==> src/rtl/joy_port.sv <==
// Two-port NES-style pad interface: synchronized pads with turbo, $4016 strobe and serial shift-out.
// Reads are combinational; strobe and shift registers update on ce edges; no backpressure.
module joy_port #(
    parameter int          TURBO_DIV = 3,
    parameter logic [7:0]  OPEN_BUS  = 8'h40
) (
    input  logic        clock,
    input  logic        reset_n,
    input  logic        ce,
    input  logic [15:0] cpu_a,
    input  logic [7:0]  cpu_o,
    input  logic        cpu_r,
    input  logic        cpu_w,
    input  logic        vs,
    input  logic [11:0] joy1,
    input  logic [11:0] joy2,
    output logic [7:0]  dout,
    output logic        dout_en
);

    localparam logic [15:0] LP_ADDR_P1 = 16'h4016;
    localparam logic [15:0] LP_ADDR_P2 = 16'h4017;
    localparam logic [3:0]  LP_LAST    = 4'(TURBO_DIV - 1);

    logic [9:0] r_joy1_s1, r_joy1_s2;
    logic [9:0] r_joy2_s1, r_joy2_s2;
    logic       r_vs_s1, r_vs_s2, r_vs_d;
    logic [3:0] r_frame_cnt;
    logic       r_turbo;
    logic       r_strobe;
    logic [7:0] r_sr1, r_sr2;

    logic       w_vs_rise;
    logic [7:0] w_eff1, w_eff2;
    logic       w_hit_p1, w_hit_p2;
    logic       w_wr_p1;
    logic       w_unused;

    // Z/Mode and the upper write-data bits have no function here.
    assign w_unused = ^{joy1[11:10], joy2[11:10], cpu_o[7:1]};

    always_ff @(posedge clock or negedge reset_n) begin
        if (!reset_n) begin
            r_joy1_s1 <= '0;
            r_joy1_s2 <= '0;
            r_joy2_s1 <= '0;
            r_joy2_s2 <= '0;
            r_vs_s1   <= 1'b0;
            r_vs_s2   <= 1'b0;
            r_vs_d    <= 1'b0;
        end else begin
            r_joy1_s1 <= joy1[9:0];
            r_joy1_s2 <= r_joy1_s1;
            r_joy2_s1 <= joy2[9:0];
            r_joy2_s2 <= r_joy2_s1;
            r_vs_s1   <= vs;
            r_vs_s2   <= r_vs_s1;
            r_vs_d    <= r_vs_s2;
        end
    end

    assign w_vs_rise = r_vs_s2 & ~r_vs_d;

    always_ff @(posedge clock or negedge reset_n) begin
        if (!reset_n) begin
            r_frame_cnt <= '0;
            r_turbo     <= 1'b0;
        end else if (w_vs_rise) begin
            if (r_frame_cnt == LP_LAST) begin
                r_frame_cnt <= '0;
                r_turbo     <= ~r_turbo;
            end else begin
                r_frame_cnt <= r_frame_cnt + 4'd1;
            end
        end
    end

    // X and Y act as turbo A and B, gated by the frame phase.
    assign w_eff1 = {r_joy1_s2[7:2],
                     r_joy1_s2[1] | (r_joy1_s2[9] & r_turbo),
                     r_joy1_s2[0] | (r_joy1_s2[8] & r_turbo)};
    assign w_eff2 = {r_joy2_s2[7:2],
                     r_joy2_s2[1] | (r_joy2_s2[9] & r_turbo),
                     r_joy2_s2[0] | (r_joy2_s2[8] & r_turbo)};

    assign w_hit_p1 = (cpu_a == LP_ADDR_P1);
    assign w_hit_p2 = (cpu_a == LP_ADDR_P2);
    assign w_wr_p1  = cpu_w & w_hit_p1;

    always_ff @(posedge clock or negedge reset_n) begin
        if (!reset_n) begin
            r_strobe <= 1'b0;
            r_sr1    <= 8'hFF;
            r_sr2    <= 8'hFF;
        end else if (ce) begin
            if (w_wr_p1)
                r_strobe <= cpu_o[0];
            // Old strobe value governs, so the 1->0 write cycle still reloads.
            if (r_strobe) begin
                r_sr1 <= w_eff1;
                r_sr2 <= w_eff2;
            end else if (cpu_r && !cpu_w) begin
                if (w_hit_p1)
                    r_sr1 <= {1'b1, r_sr1[7:1]};
                else if (w_hit_p2)
                    r_sr2 <= {1'b1, r_sr2[7:1]};
            end
        end
    end

    assign dout_en = reset_n & cpu_r & (w_hit_p1 | w_hit_p2);

    always_comb begin
        dout = 8'h00;
        if (dout_en)
            dout = {OPEN_BUS[7:1], (w_hit_p2 ? r_sr2[0] : r_sr1[0])};
    end

endmodule

==> config.mk <==
export PLATFORM = sky130hd
export DESIGN_NAME = joy_port
export DESIGN_NICKNAME = d
export VERILOG_FILES = /design/src/rtl/joy_port.sv
export SDC_FILE = /design/constraint.sdc
export NUM_CORES = 1
export LEC_CHECK = 0
export BUFFER_PORTS_ARGS = -buffer_cell sky130_fd_sc_hd__buf_2
export CORE_ASPECT_RATIO = 0.9
export CORE_MARGIN = 2
export CORE_UTILIZATION = 30
export DETAILED_ROUTE_END_ITERATION = 10
export PLACE_DENSITY = 0.48
export SYNTH_ARGS = -nofsm -noshare
export SYNTH_HDL_FRONTEND = slang
export SYNTH_SLANG_ARGS = --single-unit
==> constraint.sdc <==
create_clock -name clock -period 2.12 [get_ports clock]
set_input_delay 0.424 -clock clock [delete_from_list [all_inputs] [get_ports clock]]
set_output_delay 0.424 -clock clock [all_outputs]
set_load 0.01 [all_outputs]
==> results of run 1 <==
-- cell type report --
cell class              instances  share of cell area [%]
multi-input cells             102                   22.68
clock buffers                  11                   5.101
clock inverters                 5                   2.066
inverters                       7                  0.8853
well taps                      99                   4.174
repair buffers                 53                   9.612
flip-flops and latches         65                   55.48
-- placed cells by master, fill, tap and decap left out, drive strengths merged, types with 2 or more instances in the layout --
| cell type | Yosys | layout |
|---|---|---|
| a21oi | 8 | 8 |
| or2 | 2 | 2 |
| nand2 | 5 | 5 |
| a311o | 4 | 4 |
| buf | 10 | 53 |
| a311oi | 2 | 2 |
| nor4 | 16 | 16 |
| xnor2 | 2 | 2 |
| nand3 | 4 | 4 |
| dfrtp | 49 | 49 |
| o21ai | 2 | 2 |
| o22ai | 14 | 14 |
| clkinv | 0 | 3 |
| conb | 1 | 6 |
| nor4b | 2 | 2 |
| inv | 7 | 8 |
| clkbuf | 6 | 11 |
| mux2i | 2 | 2 |
| nand4 | 3 | 3 |
| dfstp | 16 | 16 |
| nor2 | 13 | 13 |
| a211oi | 8 | 8 |
-- state kept, by name, indices dropped and copies added, names as in the netlist --
| register | flops |
|---|---|
| r_joy1_s1 | 10 |
| r_vs_s2 | 1 |
| r_joy2_s2 | 10 |
| r_joy1_s2 | 10 |
| r_vs_s1 | 1 |
| r_joy2_s1 | 10 |
| r_sr2 | 8 |
| r_vs_d | 1 |
| r_sr1 | 8 |
| r_frame_cnt | 4 |
| r_strobe | 1 |
| r_turbo | 1 |
-- metal layers --
metal / track usage [%] / up-vias / part of all wire (%)
met3: 4.926 / 5 / 7.3
li1: - / 766 / -
met4: 4.110 / 0 / 1.1
met2: 15.05 / 57 / 42
met5: 0 / - / 0
met1: 14.58 / 734 / 49
-- kinds of logic after synthesis --
kind of cell / count (synthesis)
and+or+nand+nor: 52
xor gates and xnor gates: 3
DFF: 65
other: 1
buffers and inverters: 23
muxes: 3
AOI/OAI and AO/OA: 38
-- worst max-delay path by stage --
| stage | start | end | depth (start not counted) |
|---|---|---|---|
| after floorplan | cpu_a[6] | dout[6] | 4 |
| after global placement | cpu_a[10] | r_sr1[1] | 5 |
| after detailed placement | cpu_a[10] | dout[0] | 5 |
| after CTS | cpu_a[10] | dout[0] | 5 |
| after global routing | cpu_a[10] | dout[0] | 5 |
| final | cpu_a[10] | dout[0] | 5 |
-- per-stage QoR --
| step | instance area (sq um) | std cells | hold slack, ns | worst slack, ns | total power, uW |
|---|---|---|---|---|---|
| global route | 2968 | 342 | 0.1567 | 0.1014 | 2779 |
| finish | 2968 | 342 | 0.1843 | 0.1842 | 2648 |
| CTS | 2968 | 342 | 0.1606 | 0.1686 | 2695 |
| detailed placement | 2755 | 326 | 0.3347 | 0.1690 | 1585 |
| floorplan | 2449 | 190 | 0.1284 | 0.2627 | 1492 |
| global placement | 2755 | 326 | 0.3346 | 0.1972 | 1583 |
-- power groups by stage --
stage	Clock [uW]	Combinational [uW]	Sequential (uW)
floorplan	0	97.2	1390
global placement	0	172	1410
detailed placement	0	176	1410
CTS	1130	176	1390
global route	1180	196	1400
finish	1090	172	1390
-- critical path: stages --
cell,delay (ns)
buf_2,0.11
nor4_4,0.35
nand3_1,0.14
nor4_1,0.30
buf_2,0.18
==> flow_metrics.env, run 1 <==
export IMPL_setup_violations=0
export IMPL_netlist_area_leader_share_pct=50.46
export IMPL_io_pins=63
export IMPL_muxShareOfSynthArea_pct=1.287
export IMPL_period_minus_slack_ns=1.936
export IMPL_cts_tree="yes"
export IMPL_synth_compound_area_share_pct=10.50
export IMPL_grt_max_degree=66
export IMPL_pwr_share_seq_pct=52.4
export IMPL_rsz0062_at_grt="no"
export IMPL_synth_adder_area_share_pct=0
export IMPL_p_int_uw=2021
export IMPL_post_route_util_pct=37.32
export IMPL_clockBufferDepth=2
export IMPL_worst_pin_slew_ns=0.7926
export IMPL_yosysSeqAreaShare_pct=67.77
export IMPL_die_area_sq_um=8837
export IMPL_switchingPower_uw=627.4
export IMPL_io_buffers=45
export IMPL_worst_r2r_cell_count=4
export IMPL_fp_row_count=31
export IMPL_setup_tns_ns=0
export IMPL_r2r_start="r_strobe"
export IMPL_rrSetupSlack_ns=0.79
export IMPL_synth_seq_cells=65
export IMPL_synth_area_leader_cell="dfrtp_1"
export IMPL_maxSlewViolCount=0
export IMPL_drt_pass1_iterations=4
export IMPL_timing_rr_end="r_sr2[6]"
export IMPL_slew_headroom_pct=47.16
export IMPL_worstSetupPathType="input pin to output port"
export IMPL_end_kind="output port"
export IMPL_drive_above_1_share_pct=37.04
export IMPL_synth_most_common_cell="dfrtp_1"
export IMPL_crit_arrival_ns=1.51
export IMPL_core_area_sq_um=7951
export IMPL_holdPathStages=1
export IMPL_grt_pass1_vias=1483
export IMPL_synthXorXnorAreaFrac_pct=1.081
export IMPL_status="finished clean"
export IMPL_worstPathMaxFanout=3
export IMPL_peakVddDrop_uv=382.3
export IMPL_drc=0
export IMPL_hpwl_um=2889
export IMPL_postSynthCellCount=185
export IMPL_die_width_um=98.87
export IMPL_drv_cap=0
export IMPL_synth_simple_area_share_pct=13.90
export IMPL_ys_warn_count=0
export IMPL_grt_antenna_before_repair=0
export IMPL_final_period_utilization_pct=91.31
export IMPL_netlist_cell_type_count=34
export IMPL_cts_hold_buf=0
export IMPL_seq_area_sq_um=1647
export IMPL_cts_sinks=65
export IMPL_fillerInstances=785
export IMPL_avgViaCountPerCell=4.567
export IMPL_hold_viol_final=0
export IMPL_fin_nets=292
export IMPL_startpoint_type="input pin"
export IMPL_syn_to_final_growth_pct=22.14
export IMPL_globalplace_congestion=0.7019
export IMPL_avgSynthCellArea_sq_um=13.13
export IMPL_min_from="joy2[6]"
export IMPL_vias=1562
export IMPL_powerDensity_nw_per_um2=892.3
export IMPL_cts_resized=0
export IMPL_root_buffer="clkbuf_8"
export IMPL_synth_ff_type="dfrtp_1"
export IMPL_p_leak_uw=0.001280
export IMPL_swShare_pct=23.69
export IMPL_ant_nets=0
export IMPL_avgRoutedWirePerCell_um=12.98
export IMPL_synth_edff_count=0
export IMPL_p_clk_share_pct=41.1
export IMPL_grt_pass1_wl_um=7279
export IMPL_cts_max_level=3
export IMPL_combPwrFrac_pct=6.5
export IMPL_max_freq_mhz=516.6
export IMPL_ys_top_cells_by_count="dfrtp_1, dfstp_2, nor4_1, o22ai_1, nor2_1"
export IMPL_fin_skew_ns=0.007218
export IMPL_netlist_area_sq_um=2430
export IMPL_hp_class="input pin to flip-flop"
export IMPL_cp_required_ns=1.70
export IMPL_die_y_um=89.38
export IMPL_netlist_top_cells_area="dfrtp_1, dfstp_2, nor4_1, o22ai_1, a211oi_1"
export IMPL_whs_endpoint="r_joy2_s1[6]"
export IMPL_clk_pin_slew_ns=0.07
export IMPL_clkLatencyLatePin_ns=0.34
export IMPL_async_flop_share_pct=100.0
export IMPL_cts_made_buffers=9
export IMPL_drtIter0Drc=62
export IMPL_post_cts_buffers=0
export IMPL_diodes=0
export IMPL_multi_input_area_sq_um=673.1
export IMPL_wl_um=4438
export IMPL_gr_total_overflow=0
export IMPL_synth_top_family_by_area="simple AND/OR/NAND/NOR gates"
export IMPL_grt_use_total_pct=10.75
export IMPL_start_util_pct=30.56
Power figures use the tool's default switching activity.
==> inputs of run 2 (changes only) <==
--- a/config.mk
+++ b/config.mk
@@ -10,7 +10,7 @@
 export CORE_MARGIN = 2
 export CORE_UTILIZATION = 30
 export DETAILED_ROUTE_END_ITERATION = 10
-export PLACE_DENSITY = 0.48
+export PLACE_DENSITY = 0.52
 export SYNTH_ARGS = -nofsm -noshare
 export SYNTH_HDL_FRONTEND = slang
 export SYNTH_SLANG_ARGS = --single-unit
==> flow_metrics.env, run 2 (synthesized netlist as in run 1, its figures left out) <==
export IMPL_fin_nets=290
export IMPL_grt_pass1_vias=1555
export IMPL_maxSlewViolCount=0
export IMPL_dpl_cell_area_sq_um=2740
export IMPL_fp_row_count=31
export IMPL_final_cells=340
export IMPL_end_kind="output port"
export IMPL_io_pins=63
export IMPL_path_common_cell="buf_2"
export IMPL_setup_tns_ns=0
export IMPL_grt_use_total_pct=11.00
export IMPL_drive_above_1_share_pct=36.51
export IMPL_clockBufferDepth=2
export IMPL_drt_pass1_iterations=4
export IMPL_post_cts_buffers=0
export IMPL_period_minus_slack_ns=1.897
export IMPL_dp_cells=324
export IMPL_worstSetupPathType="input pin to output port"
export IMPL_startpoint_type="input pin"
export IMPL_final_period_utilization_pct=89.50
export IMPL_rsz0062_at_grt="no"
export IMPL_worst_path_buf_inv=2
export IMPL_max_freq_mhz=527.0
export IMPL_powerDensity_nw_per_um2=906.3
export IMPL_vias=1579
export IMPL_setup_violations=0
export IMPL_io_buffers=45
export IMPL_root_buffer="clkbuf_8"
export IMPL_status="finished clean"
export IMPL_start_util_pct=30.56
export IMPL_globalplace_congestion=0.7476
export IMPL_die_width_um=98.87
export IMPL_hpwl_um=2928
export IMPL_cts_hold_buf=0
export IMPL_drtIter0Drc=94
export IMPL_hp_class="input pin to flip-flop"
export IMPL_gr_total_overflow=0
export IMPL_drv_cap=0
export IMPL_avgViaCountPerCell=4.644
export IMPL_grt_pass1_wl_um=7389
export IMPL_p_leak_uw=0.001270
export IMPL_diodes=0
export IMPL_avgRoutedWirePerCell_um=12.87
export IMPL_drc=0
export IMPL_cts_sinks=65
export IMPL_die_area_sq_um=8837
export IMPL_cts_made_buffers=9
export IMPL_syn_to_final_growth_pct=21.78
export IMPL_worst_pin_slew_ns=0.7627
export IMPL_hold_viol_final=0
export IMPL_fin_skew_ns=0.01050
export IMPL_fin_area_sq_um=2959
export IMPL_ant_nets=0
export IMPL_crit_arrival_ns=1.47
export IMPL_worstPathMaxFanout=3
export IMPL_core_area_sq_um=7951
export IMPL_final_cell_mix="dfrtp_1, buf_2, dfstp_2"
export IMPL_peakVddDrop_uv=445.7
export IMPL_crit_family="simple AND/OR/NAND/NOR gates"
export IMPL_cpMaxStageDelayCell="nor4b_4"
export IMPL_final_common_cell="dfrtp_1"
export IMPL_cts_tree="yes"
export IMPL_die_y_um=89.38
export IMPL_post_route_util_pct=37.21
export IMPL_cp_required_ns=1.70
export IMPL_wl_um=4376
export IMPL_cts_resized=0
export IMPL_rrSetupSlack_ns=0.94
export IMPL_clk_pin_slew_ns=0.08
export IMPL_slew_headroom_pct=49.15
export IMPL_totalPowerFinal_uw=2682
export IMPL_grt_antenna_before_repair=0
export IMPL_clkLatencyLatePin_ns=0.33
export IMPL_grt_max_degree=66
export IMPL_cts_max_level=3
export IMPL_worstPathCellList="buf_2 > nor4b_4 > nand3_1 > nor4_1 > buf_2"
export IMPL_cpPeakStageDelay_ns=0.35
## run 2: cell count changes in the layout (fill, tap and decap cells not counted), sizes merged
cell / previous run / this run
clkbuf: 11 / 9
clkinvlp: 0 / 1
inv: 8 / 7
bufinv: 1 / 2
clkinv: 3 / 4
buf: 53 / 51
## run 2: report_power, final
part           switching, uW  internal (uW)  total [uW]
combinational           90.3           80.1         170
sequential              63.5           1330        1390
clock                    460            661        1120
## run 2: final timing paths
kind                       cells after the start            to         start
hold / removal                                 1  r_joy2_s1[4]       joy2[4]
max in group asynchronous                      2  r_joy2_s1[2]       reset_n
hold reg to reg                                0  r_joy1_s2[0]  r_joy1_s1[0]
setup / recovery                               5       dout[0]      cpu_a[5]
min in group asynchronous                      2       r_vs_s2       reset_n
setup reg to reg                               4      r_sr2[0]      r_strobe
## run 2: area by class of cell
class / instances / area, sq um
fillers: 781 / 4992
inverters: 7 / 26.28
flip-flops and latches: 65 / 1647
clock buffers: 9 / 123.9
multi-input cells: 102 / 673.1
well taps: 99 / 123.9
clock inverters: 7 / 95.09
repair buffers: 51 / 270.3
## run 2: per-layer routing
layer	share of wire (%)	routed length, um	vias to the layer above	GRT usage (%)
met2	44	1916	60	16.15
met5	0	0	-	0
met4	2.2	97	0	6.351
met1	47	2055	742	14.48
met3	7.0	306	8	3.440
li1	-	-	769	-
## run 2: metrics by stage
step	setup WS (ns)	hold WS, ns
finish	0.2225	0.1920
global route	0.02689	0.1672
CTS	0.2106	0.1714
global placement	0.2113	0.3334
floorplan	0.2627	0.1284
detailed placement	0.1804	0.3347
==> inputs of run 3 (changes only) <==
--- a/config.mk
+++ b/config.mk
@@ -6,11 +6,13 @@
 export NUM_CORES = 1
 export LEC_CHECK = 0
 export BUFFER_PORTS_ARGS = -buffer_cell sky130_fd_sc_hd__buf_2
+export CELL_PAD_IN_SITES_DETAIL_PLACEMENT = 0
+export CELL_PAD_IN_SITES_GLOBAL_PLACEMENT = 1
 export CORE_ASPECT_RATIO = 0.9
 export CORE_MARGIN = 2
 export CORE_UTILIZATION = 30
 export DETAILED_ROUTE_END_ITERATION = 10
-export PLACE_DENSITY = 0.52
+export PLACE_DENSITY = 0.64
 export SYNTH_ARGS = -nofsm -noshare
 export SYNTH_HDL_FRONTEND = slang
 export SYNTH_SLANG_ARGS = --single-unit
==> constraint.sdc (replaced) <==
create_clock -name clock -period 1.6 [get_ports clock]
set_input_delay 0.32 -clock clock [delete_from_list [all_inputs] [get_ports clock]]
set_output_delay 0.32 -clock clock [all_outputs]
set_load 0.01 [all_outputs]
==> flow_metrics.env, run 3 (synthesized netlist as in run 1, its figures left out) <==
export IMPL_status="complete, but fails checks"
export IMPL_violations="negative setup slack"
export IMPL_cts_max_level=3
export IMPL_syn_to_final_growth_pct=25.28
export IMPL_end_kind="output port"
export IMPL_fp_row_count=31
export IMPL_avgRoutedWirePerCell_um=12.79
export IMPL_avgViaCountPerCell=4.606
export IMPL_root_buffer="clkbuf_8"
export IMPL_io_buffers=45
export IMPL_setup_violations=1
export IMPL_path_common_cell="buf_2"
export IMPL_grt_use_total_pct=11.29
export IMPL_wl_um=4451
export IMPL_drive_above_1_share_pct=39.36
export IMPL_dr_max_layer_used="met4"
export IMPL_cpMaxStageDelayCell="nor4b_4"
export IMPL_multi_input_area_sq_um=689.4
export IMPL_drt_pass1_iterations=4
export IMPL_period_minus_slack_ns=1.637
export IMPL_die_width_um=98.87
export IMPL_cts_tree="yes"
export IMPL_routedLengthMet1_um=2051
export IMPL_rsz0062_at_grt="yes"
export IMPL_powerDensity_nw_per_um2=1121
export IMPL_cts_sinks=65
export IMPL_drc=0
export IMPL_fillerInstances=775
export IMPL_p_leak_uw=0.001307
export IMPL_rrSetupSlack_ns=0.34
export IMPL_core_area_sq_um=7951
export IMPL_worstSetupPathType="input pin to output port"
export IMPL_grt_pass1_vias=1624
export IMPL_io_pins=63
export IMPL_route_met2_wl_um=1990
export IMPL_totalPowerFinal_uw=3411
export IMPL_clkLatencyLatePin_ns=0.33
export IMPL_r2r_start="r_strobe"
export IMPL_crit_start="cpu_a[9]"
export IMPL_met3_length_um=322
export IMPL_gr_total_overflow=0
export IMPL_fin_nets=298
export IMPL_worstPathMaxFanout=2
export IMPL_hold_viol_final=0
export IMPL_grt_pass1_wl_um=7734
export IMPL_drtIter0Drc=88
export IMPL_clk_pin_slew_ns=0.07
export IMPL_crit_arrival_ns=1.32
export IMPL_final_cell_mix="dfrtp_1, buf_2, dfstp_2"
export IMPL_grt_max_degree=66
export IMPL_min_from="joy2[4]"
export IMPL_max_freq_mhz=610.9
export IMPL_worst_pin_slew_ns=0.7805
export IMPL_cp_required_ns=1.28
export IMPL_die_area_sq_um=8837
export IMPL_start_util_pct=30.56
export IMPL_startpoint_type="input pin"
export IMPL_peakVddDrop_uv=504.3
export IMPL_hp_class="input pin to flip-flop"
export IMPL_diodes=0
export IMPL_ant_nets=0
export IMPL_final_common_cell="dfrtp_1"
export IMPL_cts_made_buffers=9
export IMPL_worstPathCellList="buf_2 > nor4b_4 > nand3_2 > nor4_2 > buf_2"
export IMPL_setup_tns_ns=-0.03698
export IMPL_fin_skew_ns=0.004760
export IMPL_cts_hold_buf=0
export IMPL_slew_headroom_pct=47.97
export IMPL_setup_slack_ns=-0.03698
export IMPL_vias=1603
export IMPL_final_period_utilization_pct=102.3
export IMPL_drv_cap=0
export IMPL_clockBufferDepth=2
export IMPL_die_y_um=89.38
export IMPL_seq_area_sq_um=1647
export IMPL_hpwl_um=2835
export IMPL_grt_antenna_before_repair=0
export IMPL_maxSlewViolCount=0
export IMPL_globalplace_congestion=0.7515
export IMPL_cpPeakStageDelay_ns=0.30
## run 3: cell count changes in the layout (fill, tap and decap cells not counted), moves of 2 or more
cell	before	now
buf_6	0	5
clkinv_4	2	0
buf_2	45	40
buf_4	6	14
## run 3: layout make-up
type / count / share of cell area (%)
multi-input combinational: 102 / 22.65
timing repair buffer: 59 / 11.88
sequential: 65 / 54.09
tap: 99 / 4.069
inverter: 7 / 0.8631
clock inverter: 5 / 1.808
clock buffer: 11 / 4.644
## run 3: routing by layer
layer	vias up	global-route usage, %
li1	778	-
met2	56	16.89
met3	7	3.284
met4	0	7.098
met5	-	0
met1	762	14.54
## run 3: per-stage QoR
| step | instances | setup WS, ns | hold slack, ns | area [sq um] | utilization (%) |
|---|---|---|---|---|---|
| finish | 348 | -0.03698 | 0.09351 | 3044 | 38.28 |
| global route | 348 | -0.1008 | 0.06760 | 3044 | 38.28 |
| CTS | 348 | -0.01882 | 0.07276 | 3038 | 38.21 |
| detailed placement | 329 | -0.1751 | 0.3347 | 2783 | 35.00 |
| global placement | 329 | -0.1504 | 0.3333 | 2783 | 35.00 |
| floorplan | 190 | -0.01737 | 0.02441 | 2454 | - |
## run 3: worst paths after layout
check                                to  cells after the start
setup / recovery                dout[0]                      5
hold / removal             r_joy2_s1[4]                      1
setup reg to reg               r_sr2[3]                      4
hold reg to reg            r_joy1_s2[6]                      0
max in group asynchronous  r_joy1_s1[5]                      2
min in group asynchronous  r_joy2_s2[4]                      2
## run 3: power by group
group | switching [uW] | internal, uW | total (uW) | leakage, uW
Sequential | 84.5 | 1760 | 1840 | 0.000742
Clock | 576 | 756 | 1330 | 0.0000953
Combinational | 117 | 119 | 236 | 0.000470
Total | 778 | 2630 | 3410 | 0.00131
## run 3: critical path: cells and delay by family
kind / cells / cell delay, ns
buffers and inverters: 2 / 0.28
AND/OR/NAND/NOR: 3 / 0.72
## run 3: timing repair
item                                   in CTS  in global routing
resized for setup                           6                  1
pin swaps                                   5                  1
setup endpoints to repair                   3                  1
buffers inserted                            3                  0
endpoints found under the hold margin       0                  0
